===== config.mk =====
export PLATFORM = sky130hd
export DESIGN_NAME = softmax_ctrl
export DESIGN_NICKNAME = d
export VERILOG_FILES = /design/src/rtl/softmax_ctrl.sv
export SDC_FILE = /design/constraint.sdc
export NUM_CORES = 2
export LEC_CHECK = 0
export ABC_CLOCK_PERIOD_IN_PS = 23600
export CAP_MARGIN = 20
export CORE_AREA = 2 2 277 279
export CTS_CLUSTER_SIZE = 12
export DETAILED_ROUTE_END_ITERATION = 16
export DIE_AREA = 0 0 279 281
export PLACE_DENSITY = 0.69
export SYNTH_ARGS = -nofsm -noshare
export SYNTH_HDL_FRONTEND = slang
export SYNTH_SLANG_ARGS = --single-unit
export TNS_END_PERCENT = 50

===== constraint.sdc =====
create_clock -name clk -period 23.6 [get_ports clk]
set_input_delay 4.72 -clock clk [delete_from_list [all_inputs] [get_ports clk]]
set_output_delay 4.72 -clock clk [all_outputs]
set_load 0.05 [all_outputs]

===== src/rtl/softmax_ctrl.sv =====
// softmax_ctrl: frames serial logits, drives the softmax engine,
// then reports the argmax class and its probability.
module softmax_ctrl #(
  parameter  int N_CLASS = 10,
  parameter  int DW      = 32,
  parameter  int TIMEOUT = 15,
  localparam int CW      = $clog2(N_CLASS),
  localparam int TW      = $clog2(TIMEOUT + 1)
) (
  input  logic                  clk,
  input  logic                  resetn,
  input  logic                  in_valid,
  input  logic [DW-1:0]         in_data,
  input  logic                  in_last,
  output logic                  in_ready,
  output logic                  sm_valid_in,
  output logic [DW*N_CLASS-1:0] sm_d_in,
  input  logic [DW*N_CLASS-1:0] sm_percent,
  input  logic                  sm_valid_out,
  output logic                  res_valid,
  input  logic                  res_ready,
  output logic [CW-1:0]         res_class,
  output logic [DW-1:0]         res_prob,
  output logic                  err_frame,
  output logic                  err_timeout,
  output logic                  busy
);

  typedef enum logic [2:0] {
    S_LOAD,
    S_FIRE,
    S_WAIT,
    S_ARGMAX,
    S_OUT
  } state_t;

  localparam logic [CW-1:0] LAST = CW'(N_CLASS - 1);
  localparam logic [TW-1:0] TMAX = TW'(TIMEOUT);

  state_t          state;
  state_t          state_nxt;
  logic [CW-1:0]   cnt;
  logic [CW-1:0]   idx;
  logic [TW-1:0]   wcnt;
  logic [CW-1:0]   best_idx;
  logic [DW-1:0]   best;
  logic [DW-1:0]   lg_q   [N_CLASS];
  logic [DW-1:0]   prob_q [N_CLASS];
  logic            err_frame_q;
  logic            acc;

  assign acc       = in_valid & in_ready;
  assign res_class = best_idx;
  assign res_prob  = best;
  assign err_frame = err_frame_q;
  assign busy      = (state != S_LOAD);

  // State register
  always_ff @(posedge clk or posedge resetn) begin
    if (resetn) state <= S_LOAD;
    else        state <= state_nxt;
  end

  // Next-state and handshake outputs
  always_comb begin
    state_nxt   = state;
    in_ready    = 1'b0;
    sm_valid_in = 1'b0;
    err_timeout = 1'b0;
    res_valid   = 1'b0;
    unique case (state)
      S_LOAD: begin
        in_ready = ~resetn;
        if (in_valid && !resetn && cnt == LAST)
          state_nxt = S_FIRE;
      end
      S_FIRE: begin
        sm_valid_in = 1'b1;
        state_nxt   = S_WAIT;
      end
      S_WAIT: begin
        if (sm_valid_out) begin
          state_nxt = S_ARGMAX;
        end else if (wcnt == TMAX) begin
          err_timeout = 1'b1;
          state_nxt   = S_LOAD;
        end
      end
      S_ARGMAX: begin
        if (idx == LAST) state_nxt = S_OUT;
      end
      S_OUT: begin
        res_valid = 1'b1;
        if (res_ready) state_nxt = S_LOAD;
      end
      default: state_nxt = S_LOAD;
    endcase
  end

  // Frame buffer, result capture and argmax datapath
  always_ff @(posedge clk or posedge resetn) begin
    if (resetn) begin
      cnt         <= '0;
      idx         <= '0;
      wcnt        <= '0;
      best_idx    <= '0;
      best        <= '0;
      err_frame_q <= 1'b0;
      for (int k = 0; k < N_CLASS; k++) begin
        lg_q[k]   <= '0;
        prob_q[k] <= '0;
      end
    end else begin
      err_frame_q <= 1'b0;
      unique case (state)
        S_LOAD: begin
          if (acc) begin
            if (cnt == LAST) begin
              lg_q[cnt] <= in_data;
              cnt       <= '0;
            end else if (in_last) begin
              cnt         <= '0;
              err_frame_q <= 1'b1;
            end else begin
              lg_q[cnt] <= in_data;
              cnt       <= cnt + CW'(1);
            end
          end
        end
        S_FIRE: begin
          wcnt <= '0;
        end
        S_WAIT: begin
          wcnt <= wcnt + TW'(1);
          if (sm_valid_out) begin
            for (int k = 0; k < N_CLASS; k++)
              prob_q[k] <= sm_percent[k*DW +: DW];
            best_idx <= '0;
            best     <= sm_percent[DW-1:0];
            idx      <= CW'(1);
          end
        end
        S_ARGMAX: begin
          if (prob_q[idx][DW-2:0] > best[DW-2:0]) begin
            best     <= prob_q[idx];
            best_idx <= idx;
          end
          idx <= idx + CW'(1);
        end
        S_OUT: begin
        end
        default: begin
        end
      endcase
    end
  end

  // Flatten the logit buffer onto the engine bus
  always_comb begin
    sm_d_in = '0;
    for (int k = 0; k < N_CLASS; k++)
      sm_d_in[k*DW +: DW] = lg_q[k];
  end

endmodule


==> metrics.md <==
| Metric | Value |
|---|---|
| Cell variety after synth | `50` |
| Int Power | `3190 uW` |
| Max Used Layer | `met5` |
| Length of routed wiring on met1 | `39,100 um` |
| Reg-to-reg slack, setup | `17.99 ns` |
| H-tree Lvls | `3` |
| Pre-CTS setup slack | `12.06 ns` |
| Antenna Nets Post-Route | `0` |
| Met3 routed WL | `7990 um` |
| Clk network pwr share | `0.228` |
| Layout cell share with drive strength beyond 1 | `0.173` |
| RR Endpoint | `res_prob[31]$_DFFE_PP0P_` |
| Die width | `279 um` |
| Via count | `22.6k` |
| Hold buffer count at cts | `0` |
| Crit. End Element | `primary output` |
| Post-synth EDFFs | `0` |
| Sink Count | `692` |
| Crit path cell chain | `clkdlybuf4s50_1 > nor3_1 > clkdlybuf4s50_1` |
| Crit path top cell by count | `clkdlybuf4s50_1` |
| Final worst path period need | `11.51 ns` |
| Power after layout | `5450 uW` |
| Syn Nets | `3,094` |
| Num CTS Buffers | `78` |
| Die height | `281 um` |
| # nets final | `3,727` |
| R2R cell count | `12` |
| Clk slew on worst S/H paths | `0.06 ns` |
| Count of pins over their slew limit | `0` |
| Max FO, Critical Path | `4` |
| Asr flop ratio synth | `1.00` |
| Peak supply drop | `0.0996 mV` |
| Slew Limit Headroom | `0.148` |
| Grt total ovfl | `0` |
| Slowest cell on crit path | `clkdlybuf4s50_1` |
| Wirelength per Cell | `22.1 um` |
| Clk_lat worst skew | `0.63 ns` |
| Worst Hold End | `prob_q[262]$_DFFE_PP0P_` |
| Total core area | `75,400 sq um` |
| Largest delay contributor family on the critical path | `buffers and inverters` |
| Clock root cell | `clkbuf_16` |
| CP max stage delay | `0.93 ns` |
| Clock Path Buffers | `3` |
| Port Buffers | `719` |
| DRC | `0` |
| Switching Fraction | `0.414` |
| Initial Utilization | `0.396` |
| Drt total wl | `97,000 um` |
| Net switching power | `2260 uW` |
| Most common cell after layout, fill and taps aside | `nand2_1` |
| Most frequent cells in the layout | `nand2_1, clkdlybuf4s50_1, dfrtp_1` |
| Synth Register Bits | `692` |
| Post-CTS Setup Bufs | `0` |
| Synth Flop Type | `dfrtp_1` |
| Worst-Margin Slew | `1.28 ns` |
| Combinational Power Share | `0.430` |
| Fin Clk Skew | `0.0256 ns` |
| Via density | `5.15` |
| Hold Fails Final Rpt | `0` |
| Crit path required time | `18.88 ns` |
| Non-filler cells, final | `4,379` |
| Worst hold slack | `0.468 ns` |
| Ports | `720` |
| Placed instance count | `4,227` |
| Gr usage total | `0.243` |
| CTS tree | `built` |
| Post-Syn Area | `29,900 sq um` |
| Synth warn | `0` |
| CP Data Arrival Time | `6.79 ns` |
| Max Cap Viol | `0` |
| Leakage power | `0.0194 uW` |
| # resized after CTS | `0` |
| Min-delay src | `prob_q[262]$_DFFE_PP0P_` |
| RSZ-0062 raised after global routing | `false` |
| Metal2 WL | `46,800 um` |
| Vias in the first global route | `23.2k` |
| Endpoints failing setup | `0` |
| WHS Path Cells | `2` |
| CP Class | `input pin to primary output` |
| Largest net degree at the start of global routing | `233` |
| Routability Congestion | `0.829` |
| Seq pwr share | `0.342` |
| # rows | `101` |
| Mean Syn Cell Area | `11.1 sq um` |
| Hold crit path type | `flip-flop to flip-flop` |
| CP Depth | `3` |
| Tcrit/Tclk final | `0.488` |
| Initial DRT Pass Iterations | `7` |
| Dpl hpwl | `65,000 um` |
| Die area | `78,400 sq um` |
| Startpoint Class | `input pin` |
| Power density cells | `135 nW/um^2` |
| Status | `finished clean` |
| Initial antenna violation count | `9` |
| Worst Slack Setup Final | `12.09 ns` |
| Critical path buffers and inverters | `2` |
| Iter 0 DRT Violations | `1,585` |
| Synthesized instance count | `2,698` |
| Reg-to-reg critical path startpoint | `idx[2]$_DFFE_PP0P_` |
| Fmax | `0.0869 GHz` |
| Post-Route Setup TNS | `0 ns` |
| Sequential-to-total area share from yosys stat | `0.580` |
| Layout area overhead | `35.3%` |
| Global-route wire length before repair | `145,000 um` |
[layout make-up]
type | count | area [sq um]
Fill cell | 6541 | 35000
Antenna cell | 10 | 25.0
Sequential cell | 692 | 17300
Clock buffer | 119 | 2340
Timing Repair Buffer | 744 | 7450
Clock inverter | 21 | 287
Inverter | 36 | 139
Tap cell | 978 | 1220
Multi-Input combinational cell | 1779 | 11600
[stage by stage]
stage               cell area, sq um   util
CTS                            40400  0.535
global route                   40400  0.536
finish                         40400  0.536
floorplan                      29900      -
detailed placement             37700  0.500
global placement               37700  0.500
[registers in the layout, indices dropped and copies added (netlist names)]
register	flops
wcnt	4
res_class	4
state	3
cnt	4
idx	4
sm_d_in	320
res_prob	32
prob_q	320
err_frame	1
[worst reg2reg max path: stages, from the launching register on]
cell and delay, ns:
dfrtp_4 1.02, buf_4 0.78, mux4_2 0.64, nor2_1 0.13
o32ai_1 0.14, ha_1 0.34, nand4_1 0.23, nor4_2 0.37
nand2_1 0.18, a21oi_1 0.33, o21ai_2 0.18, nand2_2 0.73
mux2_2 0.43
[power by group through the flow]
stage	Sequential, uW	Combinational [uW]	Clock [uW]
3_3_place_gp	1860	2320	0
6_report	1860	2340	1240
3_5_place_dp	1880	2340	0
2_1_floorplan	2280	1120	0
5_1_grt	1910	2520	1310
4_1_cts	1860	2350	1270
[how the worst max path moves through the flow]
| stage | start | to | slack, ns |
|---|---|---|---|
| 2_1_floorplan | resetn | cnt[0]$_DFFE_PP0P_ | 9.41 |
| 3_3_place_gp | sm_valid_out | err_timeout | 12.03 |
| 3_5_place_dp | sm_valid_out | err_timeout | 12.06 |
| 4_1_cts | sm_valid_out | err_timeout | 12.04 |
| 5_1_grt | sm_valid_out | err_timeout | 12.00 |
| 6_report | sm_valid_out | err_timeout | 12.09 |
[logic make-up after synthesis]
| family | synth area share |
|---|---|
| adder cells (fa/ha/maj) | 0.0159 |
| multiplexers | 0.181 |
| buffers and inverters | 0.0327 |
| AND/OR/NAND/NOR | 0.148 |
| AO/OA/AOI/OAI | 0.0428 |
| XOR/XNOR | 0.000586 |
| flip-flops | 0.580 |
[Yosys cell counts, types with 2 or more instances]
master | instances | share of area
a211oi_1 | 7 | 0.0018
a21oi_1 | 15 | 0.0025
a22o_1 | 2 | 0.00059
and2_1 | 2 | 0.00042
buf_1 | 37 | 0.0046
buf_2 | 77 | 0.013
buf_4 | 6 | 0.0015
clkbuf_1 | 70 | 0.0088
dfrtp_1 | 692 | 0.58
ha_1 | 38 | 0.016
inv_1 | 36 | 0.0045
mux2_2 | 381 | 0.14
mux2i_1 | 34 | 0.011
mux4_2 | 34 | 0.026
nand2_1 | 992 | 0.12
nand2b_1 | 31 | 0.0065
nand3_1 | 12 | 0.0020
nand3b_1 | 3 | 0.00075
nand4_1 | 6 | 0.0013
nor2_1 | 46 | 0.0058
nor2b_1 | 6 | 0.0013
nor3_1 | 6 | 0.0010
nor3b_1 | 2 | 0.00050
nor4_1 | 2 | 0.00042
nor4_2 | 2 | 0.00084
o211ai_1 | 31 | 0.0078
o21ai_0 | 14 | 0.0023
o21bai_1 | 2 | 0.00050
o221ai_1 | 30 | 0.0088
o22ai_1 | 31 | 0.0065
o31ai_1 | 3 | 0.00075
o32ai_1 | 29 | 0.0085
o41ai_1 | 2 | 0.00059
[layer usage]
metal | global-route usage | vias up
li1 | - | 10300
met4 | 0.0789 | 2
met5 | 0 | -
met3 | 0.0670 | 177
met2 | 0.405 | 814
met1 | 0.307 | 11300
Power figures use the tool's default switching activity.
